==> config.mk <==
export PLATFORM = sky130hd
export DESIGN_NAME = fixed_point_slow_div
export DESIGN_NICKNAME = d
export VERILOG_FILES = /design/src/rtl/fixed_point_slow_div.sv
export SDC_FILE = /design/constraint.sdc
export NUM_CORES = 1
export LEC_CHECK = 0
export BUFFER_PORTS_ARGS = -buffer_cell sky130_fd_sc_hd__buf_2
export CORE_MARGIN = 3
export CORE_UTILIZATION = 25
export DETAILED_ROUTE_END_ITERATION = 7
export PLACE_DENSITY_LB_ADDON = 0.12
export SLEW_MARGIN = 0
export SYNTH_ARGS = -nofsm -noshare
export SYNTH_HDL_FRONTEND = slang
export SYNTH_SLANG_ARGS = --single-unit
==> constraint.sdc <==
create_clock -name clk_in -period 4.3 [get_ports clk_in]
set_input_delay 0.43 -clock clk_in [delete_from_list [all_inputs] [get_ports clk_in]]
set_output_delay 0.43 -clock clk_in [all_outputs]
set_load 0.01 [all_outputs]
==> src/rtl/fixed_point_slow_div.sv <==
// Iterative signed fixed-point divider: restoring long division, one quotient bit per clock.
// Define FIXED_POINT_SLOW_DIV_ROUND_EN to round half away from zero instead of truncating.
module fixed_point_slow_div #(
  parameter int NUM_WIDTH     = 16,
  parameter int NUM_FRAC_BITS = 14,
  parameter int DEN_WIDTH     = 16,
  parameter int DEN_FRAC_BITS = 14,
  parameter int Q_WIDTH       = 16,
  parameter int Q_FRAC_BITS   = 14
) (
  input  logic                 clk_in,
  input  logic                 rst_n_in,
  input  logic [NUM_WIDTH-1:0] num_in,
  input  logic [DEN_WIDTH-1:0] den_in,
  input  logic                 valid_in,
  output logic                 ready_out,
  output logic [Q_WIDTH-1:0]   q_out,
  output logic                 valid_out,
  output logic                 overflow_out,
  output logic                 div_zero_out
);

  // state | meaning
  // IDLE  | ready for operands
  // CALC  | ITER division steps, then result registration
  // DONE  | result valid for one cycle

  localparam int SHIFT = Q_FRAC_BITS + DEN_FRAC_BITS - NUM_FRAC_BITS;
  localparam int ITER  = NUM_WIDTH + SHIFT;
  localparam int CW    = $clog2(ITER + 1);

  localparam logic [CW-1:0]      LAST    = CW'(ITER);
  localparam logic [ITER:0]      ONE_M   = {{ITER{1'b0}}, 1'b1};
  localparam logic [ITER:0]      POS_LIM = (ONE_M << (Q_WIDTH - 1)) - ONE_M;
  localparam logic [ITER:0]      NEG_LIM = ONE_M << (Q_WIDTH - 1);
  localparam logic [Q_WIDTH-1:0] Q_MAX   = {1'b0, {(Q_WIDTH-1){1'b1}}};
  localparam logic [Q_WIDTH-1:0] Q_MIN   = {1'b1, {(Q_WIDTH-1){1'b0}}};

  generate
    if (SHIFT < 0) begin : g_bad_shift
      $error("fixed_point_slow_div: Q_FRAC_BITS + DEN_FRAC_BITS must be >= NUM_FRAC_BITS");
    end
  endgenerate

  typedef enum logic [1:0] {IDLE, CALC, DONE} state_t;

  state_t               state_q, state_d;
  logic                 neg_q, neg_d;
  logic                 num_neg_q, num_neg_d;
  logic                 num_zero_q, num_zero_d;
  logic [ITER-1:0]      dvd_q, dvd_d;
  logic [DEN_WIDTH-1:0] den_q, den_d;
  logic [DEN_WIDTH-1:0] rem_q, rem_d;
  logic [CW-1:0]        cnt_q, cnt_d;
  logic [Q_WIDTH-1:0]   q_q, q_d;
  logic                 ovf_q, ovf_d;
  logic                 dz_q, dz_d;
  logic                 vld_q, vld_d;

  logic [NUM_WIDTH-1:0] num_abs;
  logic [DEN_WIDTH-1:0] den_abs;
  logic [DEN_WIDTH:0]   rem_sh;
  logic [DEN_WIDTH:0]   den_ext;
  logic                 ge;
  logic [DEN_WIDTH-1:0] rem_nx;
  logic [ITER-1:0]      dvd_nx;

  assign num_abs = num_in[NUM_WIDTH-1] ? (-num_in) : num_in;
  assign den_abs = den_in[DEN_WIDTH-1] ? (-den_in) : den_in;

  // The dividend register doubles as the quotient: each step consumes one
  // dividend bit at the top and appends one quotient bit at the bottom.
  assign rem_sh  = {rem_q, dvd_q[ITER-1]};
  assign den_ext = {1'b0, den_q};
  assign ge      = (rem_sh >= den_ext);
  assign rem_nx  = DEN_WIDTH'(ge ? (rem_sh - den_ext) : rem_sh);
  assign dvd_nx  = {dvd_q[ITER-2:0], ge};

  logic [ITER:0]      mag;
  logic [Q_WIDTH-1:0] q_res;
  logic               ovf_res;
  logic               dz_res;

  always_comb begin
    mag     = {1'b0, dvd_q};
    q_res   = '0;
    ovf_res = 1'b0;
    dz_res  = 1'b0;
`ifdef FIXED_POINT_SLOW_DIV_ROUND_EN
    if ({rem_q, 1'b0} >= {1'b0, den_q}) mag = mag + ONE_M;
`endif
    if (den_q == '0) begin
      dz_res = 1'b1;
      if (num_zero_q)     q_res = '0;
      else if (num_neg_q) q_res = Q_MIN;
      else                q_res = Q_MAX;
    end else if (neg_q && (mag != '0)) begin
      if (mag > NEG_LIM) begin
        q_res   = Q_MIN;
        ovf_res = 1'b1;
      end else begin
        q_res = Q_WIDTH'(-mag);
      end
    end else begin
      if (mag > POS_LIM) begin
        q_res   = Q_MAX;
        ovf_res = 1'b1;
      end else begin
        q_res = Q_WIDTH'(mag);
      end
    end
  end

  always_comb begin
    state_d    = state_q;
    neg_d      = neg_q;
    num_neg_d  = num_neg_q;
    num_zero_d = num_zero_q;
    dvd_d      = dvd_q;
    den_d      = den_q;
    rem_d      = rem_q;
    cnt_d      = cnt_q;
    q_d        = q_q;
    ovf_d      = ovf_q;
    dz_d       = dz_q;
    vld_d      = 1'b0;
    case (state_q)
      IDLE: begin
        if (valid_in) begin
          state_d    = CALC;
          neg_d      = num_in[NUM_WIDTH-1] ^ den_in[DEN_WIDTH-1];
          num_neg_d  = num_in[NUM_WIDTH-1];
          num_zero_d = (num_in == '0);
          dvd_d      = ITER'(num_abs) << SHIFT;
          den_d      = den_abs;
          rem_d      = '0;
          cnt_d      = '0;
        end
      end
      CALC: begin
        if (cnt_q != LAST) begin
          dvd_d = dvd_nx;
          rem_d = rem_nx;
          cnt_d = cnt_q + CW'(1);
        end else begin
          state_d = DONE;
          vld_d   = 1'b1;
          q_d     = q_res;
          ovf_d   = ovf_res;
          dz_d    = dz_res;
        end
      end
      DONE:    state_d = IDLE;
      default: state_d = IDLE;
    endcase
  end

  always_ff @(posedge clk_in or negedge rst_n_in) begin
    if (!rst_n_in) begin
      state_q    <= IDLE;
      neg_q      <= 1'b0;
      num_neg_q  <= 1'b0;
      num_zero_q <= 1'b0;
      dvd_q      <= '0;
      den_q      <= '0;
      rem_q      <= '0;
      cnt_q      <= '0;
      q_q        <= '0;
      ovf_q      <= 1'b0;
      dz_q       <= 1'b0;
      vld_q      <= 1'b0;
    end else begin
      state_q    <= state_d;
      neg_q      <= neg_d;
      num_neg_q  <= num_neg_d;
      num_zero_q <= num_zero_d;
      dvd_q      <= dvd_d;
      den_q      <= den_d;
      rem_q      <= rem_d;
      cnt_q      <= cnt_d;
      q_q        <= q_d;
      ovf_q      <= ovf_d;
      dz_q       <= dz_d;
      vld_q      <= vld_d;
    end
  end

  assign ready_out    = (state_q == IDLE);
  assign q_out        = q_q;
  assign valid_out    = vld_q;
  assign overflow_out = ovf_q;
  assign div_zero_out = dz_q;

endmodule

-- Word level (Yosys, flattened, before mapping)
Index checks and enable logic that the tools add are counted.
- output and inout port bits: 20
- register bits: 91
- input port bits: 35
- word-level logic and storage cells: 65
- equality and inequality tests: 5
- multiplexer cells: 28
- $lt $le $gt $ge: 3
- bitwise gates (word level): 2
- $add $sub $neg: 5
- reductions and logical operators: 10
- operators with widths (operator ; count):
    two-way mux 16 bit ; 11
    two-way mux 30 bit ; 2
    one-hot mux 30 bit (2 select lines) ; 1
    negator 16 bit ; 3
    zero test 16 bit ; 2
    one-hot mux 16 bit (2 select lines) ; 1
    greater-than comparator 30 x 15 -> 1 bit (second input constant) ; 1
    greater-than comparator 30 x 16 -> 1 bit (second input constant) ; 1
    nonzero test 30 bit ; 1
    greater-or-equal comparator 17 x 16 -> 1 bit ; 1
    subtractor 16 bit ; 1
    two-way mux 5 bit ; 2
    one-hot mux 5 bit (2 select lines) ; 1
    two-way mux 1 bit ; 7
    inequality test 2 bit (second input constant) ; 3
    AND reduction 2 bit ; 3
    adder 5 x 1 -> 5 bit (second input constant) ; 1
    inequality test 5 bit (second input constant) ; 1
    two-way mux 2 bit ; 2
    one-hot mux 2 bit (2 select lines) ; 1
    AND reduction 3 bit ; 1
    equality test 2 x 1 -> 1 bit (second input constant) ; 1
    zero test 2 bit ; 1
    nonzero test 2 bit ; 1
    other kinds (3) ; 3

-- Logic depth before layout (Yosys ltp)
Gate-level depths: netlist of the first run.
- word-level depth: 4
- depth in mapped cells: 13

-- Least setup slack after synthesis of the first run
Ideal clock, no wire load.
- path type: flip-flop to flip-flop
- from: reg dvd_q[0]
- to: reg q_q[5] (netlist: q_out[5])
- stages on the path, launching flop included: 14
- buffers on the path: 4
- required time: 4.196 ns
- arrival: 2.891 ns
- setup slack: 1.306 ns
- clock period less this slack: 2.994 ns
- cell sequence: dfrtp_1 -> inv_1 -> ha_1 -> or3b_1 -> buf_2 -> or4_4 -> buf_6 -> o31ai_4 -> or4b_1 -> buf_2 -> buf_6 -> nor3_2 -> o21ai_1 -> o311ai_1
- longest elaborated chain between the ends: 4
- elaborated cells on any way between the ends: 9
- ends and longest elaborated chain (what ; RTL line ; source):
    start: declaration ; 51 ; logic [ITER-1:0] dvd_q, dvd_d;
    start signal: assignment ; 177 ; dvd_q <= dvd_d;
    greater-than comparator 30 x 15 -> 1 bit, or another cell as far along ; 105 ; if (mag > POS_LIM) begin
    two-way mux 16 bit, or another cell as far along ; 105 ;
    two-way mux 16 bit (*) ; 97 ; end else if (neg_q && (mag != '0)) begin
    two-way mux 16 bit (*) ; 92 ; if (den_q == '0) begin
    end signal: assignment ; 181 ; q_q <= q_d;
    end: declaration ; 55 ; logic [Q_WIDTH-1:0] q_q, q_d;
Mark *: on every way between the ends. The rest lies on a longest branch, timed or not.
A chain may end at the register's enable or synchronous reset.

-- Worst setup path after layout of the first run
- from: reg dvd_q[1]
- to: reg q_q[13] (netlist: q_out[13])
Same word-level chain as after synthesis.

==> impl_metrics.toml, run 1 <==
[critical_path]
path_cells = "inv_1 -> ha_1 -> or3b_1 -> or4_4 -> o31ai_4 -> or4b_1 -> nor4_1 -> o21ai_0 -> o311ai_1"
cp-start-kind = "flip-flop"
required_ns = 4.55
critPathSlowestCell = "or4b_1"
r2r_cells = 9
path_class = "flip-flop to flip-flop"
cp_data_arrival_time_ns = 3.78
crit_fanout = 24
cp_slowest_stage_delay_ns = 0.86
crit_path_end_kind = "flip-flop"

[floorplanning]
chipWidth_um = 157.1
die_y_um = 157.1
core-area_um2 = 22090
die_area_um2 = 24670
num_rows = 54
start_util = 0.2582
pin_count = 55

[route]
vias = 5085
post_drt_wl_per_cell_um = 16.05
antenna_left = 0
viasPerCell = 5.040
wirelength_um = 16200
drt_iter0_drc = 313
drcViolationCount = 0
drt-pass1-iter-count = 4

[timing]
hold_ws_ns = 0.1586
worst_pin_slew_ns = 0.8711
slew_headroom = 0.4193
setup_viol = 0
maxSlewViolCount = 0
layout_min_cycle_time_ns = 3.534
period_share = 0.8218
fmax_mhz = 283.0
tns_ns = 0
finClkSkew_ns = 0.01367
finalHoldViolCount = 0
rsz0062_at_grt = "false"

[cts]
htreeDepth = 3
cts_tree = "done"
ctsResizeCount = 0
cts_setup_buffers = 0
cts.clk_slew.worst_paths_ns = 0.08
clock-root-buffer = "clkbuf_16"
hold_buffers = 0
clk_latency_ns = 0.35
cts_sinks = 91
clock_path_buffers = 2
numCtsBuffers = 9

[power_and_ir_drop]
p_int_w = 0.002748
power_frac_clock = 0.154
irDropWorstVdd_v = 0.0003073
pwr-share-seq = 0.321
comb_power_share = 0.525
switching_share = 0.4610
power_density_nw_per_um2 = 782.7
leakage_nw = 2.918
switchingPower_w = 0.002350

[placed_design]
place_area_um2 = 6226
dpl.hpwl_um = 11670
routabilityCongestion = 0.8021
port_buffers = 54
placed_cells = 993

[run_status]
outcome = "completed"

[yosys]
synth_edf_count = 0
synthFlopType = "dfrtp_1"
yosysSeqAreaShare = 0.3991
synth_seq_cells = 91
syn-num-nets = 745
synthCells = 688
netlist-cell-type-count = 59
syn_avg_cell_area_um2 = 8.293
synth-async-reset-ratio = 1.000
syn_area_um2 = 5705
ys_warn_count = 0

[final_layout]
final_area_um2 = 6514
final_cells = 1009
area_delta_synth_final_pct = 14.17
final_common_cell = "nand2_1"
nNetsFinal = 781
final_cell_mix = "nand2_1 (102), dfrtp_1 (91), o21ai_0 (69)"
diodes = 0
fin_util = 0.2948
layout-drive-gt1-share = 0.1193

[global_routing]
grt_max_degree = 60
grt_pass1_vias = 5053
antenna_found_initial = 0
grt_remaining_overflow = 0
grt_pass1_wl_um = 26500
grt_usage = 0.1334

[flow_run]
cap_violations = 0

[worst_hold_path]
hp-class = "primary input to async pin"
path summary, 6_finish.rpt:
check / from / end / slack [ns]
worst max register to register: dvd_q[1] / q_out[13] / 0.77
worst min register to register: div_zero_out / div_zero_out / 0.48
max in group asynchronous: rst_n_in / cnt_q[1] / 3.19
min in group clk_in: den_in[14] / den_q[15] / 0.39
worst max-delay path: dvd_q[1] / q_out[13] / 0.77
worst min-delay path: rst_n_in / dvd_q[12] / 0.16
flip-flops by register name (all words and copies together), names as in the netlist:
| signal | flops |
|---|---|
| neg_q | 1 |
| dvd_q | 30 |
| cnt_q | 5 |
| num_zero_q | 1 |
| q_out | 16 |
| overflow_out | 1 |
| den_q | 16 |
| valid_out | 1 |
| rem_q | 16 |
| div_zero_out | 1 |
| num_neg_q | 1 |
| state_q | 2 |
synthesized netlist by cell type (2+ instances only):
master | n | area, um2
nand3_1 | 51 | 255.2
and3_1 | 2 | 12.51
o21a_1 | 2 | 15.01
ha_1 | 21 | 262.8
o21bai_1 | 2 | 15.01
a21boi_0 | 2 | 15.01
o21ai_1 | 4 | 20.02
nor2_1 | 47 | 176.4
dfrtp_1 | 91 | 2277
or4_1 | 8 | 60.06
xor2_1 | 25 | 219.0
a32oi_1 | 4 | 35.03
buf_2 | 4 | 20.02
o31ai_1 | 11 | 82.58
xnor2_1 | 17 | 148.9
nor3_1 | 11 | 55.05
nor4_1 | 14 | 87.58
nand2b_1 | 4 | 25.02
nor2b_1 | 6 | 37.54
mux2i_1 | 3 | 30.03
a221oi_1 | 5 | 43.79
nand4_1 | 8 | 50.05
buf_6 | 3 | 33.78
a31oi_1 | 5 | 31.28
a211oi_1 | 3 | 22.52
a21oi_1 | 42 | 210.2
o211ai_1 | 3 | 22.52
or3_1 | 8 | 50.05
clkbuf_1 | 28 | 105.1
inv_1 | 37 | 138.9
o311ai_1 | 8 | 70.07
a21o_1 | 5 | 37.54
nand2_1 | 102 | 382.9
o311ai_0 | 4 | 35.03
nor4_2 | 2 | 25.02
o21ai_0 | 69 | 345.3
o41ai_1 | 5 | 43.79
routing by layer:
metal	up-vias	track usage	part of all wire
li1	2538	-	-
met1	2451	0.1706	0.47
met2	76	0.2306	0.49
met3	20	0.02337	0.025
met4	0	0.03967	0.018
met5	-	0	0
final cells by class:
cell class                 count  area [um2]
multi-input combinational    522        3123
tap                          280       350.3
fill                        2335       15580
sequential                    91        2277
clock inverter                 6       48.80
timing repair buffer          62       332.8
inverter                      38       142.6
clock buffer                  10       239.0
critical path, delay by kind of cell (launching register included):
kind | cells | cell delay [ns]
DFF | 1 | 0.39
adders and majority gates | 1 | 0.20
and+or+nand+nor | 4 | 2.29
AOI/OAI and AO/OA | 3 | 0.42
buffers and inverters | 1 | 0.12
power by group through the flow:
| stage | logic, W | registers [W] | clock network (W) |
|---|---|---|---|
| after floorplan | 0.00208 | 0.00150 | 0 |
| final | 0.00268 | 0.00164 | 0.000786 |
| after global routing | 0.00305 | 0.00169 | 0.000849 |
| after detailed placement | 0.00270 | 0.00165 | 0 |
| after CTS | 0.00270 | 0.00164 | 0.000817 |
| after global placement | 0.00267 | 0.00164 | 0 |
cells by family (layout without fill, tap and decap cells):
group	Yosys count	after routing	synth area share
adder cells (fa/ha/maj)	22	22	0.04956
AND/OR/NAND/NOR	273	273	0.2281
buffers and inverters	75	116	0.05438
flip-flops	91	91	0.3991
AO/OA/AOI/OAI	182	182	0.1991
XOR/XNOR	42	42	0.06447
multiplexers	3	3	0.005263
metrics by stage:
| step | total power, W | setup WS, ns |
|---|---|---|
| detailed placement | 0.004344 | 0.7574 |
| CTS | 0.005159 | 0.7464 |
| global placement | 0.004309 | 0.8885 |
| finish | 0.005098 | 0.7661 |
| floorplan | 0.003586 | 1.306 |
| global route | 0.005598 | 0.5981 |
No activity file was read; power rests on OpenSTA's default activity.
==> run 2: changes to the inputs <==
==> constraint.sdc (replaced) <==
create_clock -name clk_in -period 2.95 [get_ports clk_in]
set_input_delay 0.295 -clock clk_in [delete_from_list [all_inputs] [get_ports clk_in]]
set_output_delay 0.295 -clock clk_in [all_outputs]
set_load 0.01 [all_outputs]
==> impl_metrics.toml, run 2 (synthesized netlist as in run 1, its figures left out) <==
[timing]
setup_viol = 0
setup_ws_ns = 0.1159
rsz0062_at_grt = "false"
fmax_mhz = 352.8
hold_ws_ns = 0.2516
finalHoldViolCount = 0
tns_ns = 0
layout_min_cycle_time_ns = 2.834
slew_headroom = 0.5689
maxSlewViolCount = 0
period_share = 0.9607
finClkSkew_ns = 0.01147
worst_pin_slew_ns = 0.6408

[floorplanning]
num_rows = 54
pin_count = 55
die_y_um = 157.1
core-area_um2 = 22090
chipWidth_um = 157.1
die_area_um2 = 24670
start_util = 0.2582

[global_routing]
grt_remaining_overflow = 0
grt_max_degree = 56
grt_pass1_vias = 5045
grt_usage = 0.1387
grt_pass1_wl_um = 27390
antenna_found_initial = 0

[route]
drcViolationCount = 0
drt_iter0_drc = 229
viasPerCell = 4.973
antenna_left = 0
drt-pass1-iter-count = 4
vias = 5147
wirelength_um = 16610
post_drt_wl_per_cell_um = 16.04

[cts]
htreeDepth = 3
numCtsBuffers = 9
cts_sinks = 91
cts.clk_slew.worst_paths_ns = 0.07
cts_tree = "done"
clock_path_buffers = 2
clk_latency_ns = 0.35
clock-root-buffer = "clkbuf_16"

[power_and_ir_drop]
irDropWorstVdd_v = 0.0005546
comb_power_share = 0.548
switchingPower_w = 0.003469
leakage_nw = 3.062
switching_share = 0.4485
power.total_w = 0.007735
power_density_nw_per_um2 = 1142
pwr-share-seq = 0.298
power_frac_clock = 0.154
p_int_w = 0.004266

[placed_design]
place_area_um2 = 6434
port_buffers = 54
dpl.hpwl_um = 12190
preCtsSetupSlack_ns = 0.03581
routabilityCongestion = 0.8510

[final_layout]
final_common_cell = "nand2_1"
final_area_um2 = 6775
nNetsFinal = 807
final_cell_mix = "nand2_1 (102), dfrtp_1 (91), o21ai_0 (68)"
diodes = 0
layout-drive-gt1-share = 0.1536
largest_reg_flops = 30
area_delta_synth_final_pct = 18.75
regMostFlops = "dvd_q"

[run_status]
outcome = "completed"

[worst_hold_path]
hp-class = "primary input to flip-flop"

[critical_path]
path_class = "flip-flop to flip-flop"
required_ns = 3.24
cp_data_arrival_time_ns = 3.12
crit_path_end_kind = "flip-flop"
crit_fanout = 16
cp-start-kind = "flip-flop"

[flow_run]
cap_violations = 0
[run 2: cell count changes in the layout (fill, tap and decap cells not counted), sizes merged]
| cell | before | now |
|---|---|---|
| buf | 62 | 87 |
| clkinvlp | 2 | 0 |
| bufinv | 0 | 1 |
| dlygate4sd3 | 0 | 1 |
| clkbuf | 10 | 11 |
[run 2: repair_timing]
item / in CTS / in global routing
hold buffers: 1 / 0
gates resized for setup: 0 / 4
endpoints found under the hold margin: 36 / 0
buffers inserted: 0 / 3
endpoints found under the setup margin: 0 / 6
[run 2: worst max-delay path, stage by stage (launching register included)]
cell and delay, ns:
dfrtp_1 0.40, inv_2 0.08, ha_4 0.13, or3b_1 0.36
or4_4 0.46, o31ai_4 0.24, or4b_4 0.51, buf_12 0.17
or3_1 0.34, nand3_1 0.08
[run 2: power by group through the flow]
stage	clock, W	combinational (W)	sequential [W]
global route	0.00130	0.00486	0.00239
floorplan	0	0.00305	0.00219
global placement	0	0.00417	0.00233
CTS	0.00124	0.00425	0.00231
finish	0.00119	0.00424	0.00230
detailed placement	0	0.00422	0.00233
[run 2: per-layer routing]
layer	GRT usage	vias to the layer above	wire [um]
met2	0.2320	72	8214
met1	0.1829	2476	7751
met4	0.03719	0	187
met5	0	-	0
met3	0.02859	12	453
li1	-	2587	-
[run 2: layout make-up]
class | instances | area [um2]
repair buffers | 88 | 555.5
multi-input cells | 522 | 3156
clock buffers | 11 | 232.7
well taps | 280 | 350.3
clock inverters | 5 | 61.31
inverters | 38 | 142.6
flip-flops and latches | 91 | 2277
fillers | 2342 | 15320
[run 2: final timing paths]
check / slack, ns / depth (start not counted) / from / end
hold / removal: 0.25 / 3 / den_in[14] / den_q[15]
hold reg to reg: 0.48 / 2 / overflow_out / overflow_out
setup / recovery: 0.12 / 9 / dvd_q[0] / q_out[12]
min in group asynchronous: 0.45 / 2 / rst_n_in / dvd_q[13]
setup reg to reg: 0.12 / 9 / dvd_q[0] / q_out[12]
max in group asynchronous: 1.79 / 3 / rst_n_in / cnt_q[2]
[run 2: per-stage QoR]
stage          cells  utilization
2_1_floorplan    688            -
3_3_place_gp    1015       0.2912
3_5_place_dp    1015       0.2912
4_1_cts         1032       0.3050
5_1_grt         1035       0.3067
6_report        1035       0.3067
==> run 3: changes to the inputs <==
--- a/config.mk
+++ b/config.mk
@@ -6,6 +6,7 @@
 export NUM_CORES = 1
 export LEC_CHECK = 0
 export BUFFER_PORTS_ARGS = -buffer_cell sky130_fd_sc_hd__buf_2
+export CORE_ASPECT_RATIO = 0.75
 export CORE_MARGIN = 3
 export CORE_UTILIZATION = 25
 export DETAILED_ROUTE_END_ITERATION = 7
==> impl_metrics.toml, run 3 (synthesized netlist as in run 1, its figures left out) <==
[route]
drt_iter0_drc = 301
post_drt_wl_per_cell_um = 16.06
antenna_left = 0
wirelength_um = 16860
drt-pass1-iter-count = 4
viasPerCell = 4.922
vias = 5168
drcViolationCount = 0

[power_and_ir_drop]
power_density_nw_per_um2 = 1155
power.total_w = 0.007898
irDropWorstVdd_v = 0.0004140
leakage_nw = 3.094

[floorplanning]
die_y_um = 136.8
pin_count = 55
die_area_um2 = 24690
core-area_um2 = 22230
chipWidth_um = 180.4
num_rows = 47
start_util = 0.2567

[final_layout]
largest_reg_flops = 30
area_delta_synth_final_pct = 19.85
final_common_cell = "nand2_1"
final_cell_mix = "nand2_1 (102), dfrtp_1 (91), o21ai_0 (69)"
nNetsFinal = 808
final_cells = 1050
regMostFlops = "dvd_q"
diodes = 0
fin_util = 0.3076
layout-drive-gt1-share = 0.1587

[timing]
worst_pin_slew_ns = 1.090
maxSlewViolCount = 0
finalHoldViolCount = 0
rsz0062_at_grt = "false"
slew_headroom = 0.2717
period_share = 0.9524
layout_min_cycle_time_ns = 2.810
finClkSkew_ns = 0.01166
fmax_mhz = 355.9
setup_viol = 0

[cts]
htreeDepth = 3
cts.clk_slew.worst_paths_ns = 0.07
clk_latency_ns = 0.35
numCtsBuffers = 9
cts_sinks = 91
cts_tree = "done"
clock_path_buffers = 2
clock-root-buffer = "clkbuf_16"

[critical_path]
crit_path_end_kind = "flip-flop"
required_ns = 3.20
path_delay_family = "simple AND/OR/NAND/NOR gates"
path_cells = "buf_4 -> or4_1 -> or4_1 -> or2_1 -> or4_1 -> nor4_2 -> o21ai_0 -> o311ai_1"
crit_fanout = 4
cp_data_arrival_time_ns = 3.06
crit_cells = 8
crit_buf_inv = 1
cp_slowest_stage_delay_ns = 0.58
cp_common_cell = "or4_1"
cp-start-kind = "flip-flop"
path_class = "flip-flop to flip-flop"
critPathSlowestCell = "or4_1"
r2r_cells = 8

[global_routing]
antenna_found_initial = 0
grt_pass1_wl_um = 26880
grt_remaining_overflow = 0
grt_usage = 0.1358
grt_pass1_vias = 4757
grt_max_degree = 52

[flow_run]
cap_violations = 0

[placed_design]
port_buffers = 54
routabilityCongestion = 0.7944
placed_cells = 1031
dpl.hpwl_um = 12560

[worst_hold_path]
hp-class = "primary input to flip-flop"
hold_depth = 3

[run_status]
outcome = "completed"
==> run 3: per-stage QoR <==
stage / worst slack (ns) / instance area (um2) / hold slack (ns) / TNS [ns]
global route: 0.01994 / 6838 / 0.3017 / 0
CTS: 0.003787 / 6793 / 0.2729 / 0
floorplan: -0.006823 / 5731 / -0.0005911 / -0.006823
finish: 0.1405 / 6838 / 0.2785 / 0
detailed placement: 0.01790 / 6456 / 0.3538 / 0
global placement: 0.1046 / 6456 / 0.3496 / 0
==> run 3: worst paths after layout <==
check / slack (ns) / to / from
worst max register to register: 0.14 / q_out[13] / dvd_q[0]
worst min register to register: 0.48 / div_zero_out / div_zero_out
min in group asynchronous: 0.49 / q_out[9] / rst_n_in
worst max-delay path: 0.14 / q_out[13] / dvd_q[0]
worst min-delay path: 0.28 / den_q[14] / den_in[14]
max in group asynchronous: 1.67 / q_out[3] / rst_n_in
==> run 3: worst register-to-register path, delay by kind of cell, from the launching register on <==
kind            cells  cell delay, ns
buf+inv             1            0.14
compound gates      2            0.20
flops               1            0.39
simple gates        5            1.97
==> run 3: report_power, final <==
group	total (W)	internal (W)	switching, W	leakage (nW)
logic	0.00432	0.00178	0.00254	1.77
clock network	0.00128	0.000768	0.000511	0.163
registers	0.00230	0.00181	0.000487	1.16
total	0.00790	0.00436	0.00354	3.09
==> run 3: cell type report <==
type	count	area, um2
fill	2354	15390
timing repair buffer	89	568.0
sequential	91	2277
multi-input combinational	522	3156
inverter	38	142.6
clock inverter	6	87.58
tap	294	367.9
clock buffer	10	239.0
==> run 3: routing by layer <==
metal  track usage  vias up  part of all wire
li1              -     2596                 -
met1        0.2235     2453              0.57
met2        0.1753      104              0.38
met3       0.02418       15             0.039
met4       0.03664        0             0.013
met5             0        -                 0
==> run 3: repair_timing <==
| action | 4_1_cts | 5_1_grt |
|---|---|---|
| endpoints found under the hold margin | 43 | 0 |
| gates resized for setup | 0 | 3 |
| hold buffers | 1 | 0 |
| buffers inserted | 0 | 1 |
| setup endpoints to repair | 0 | 5 |
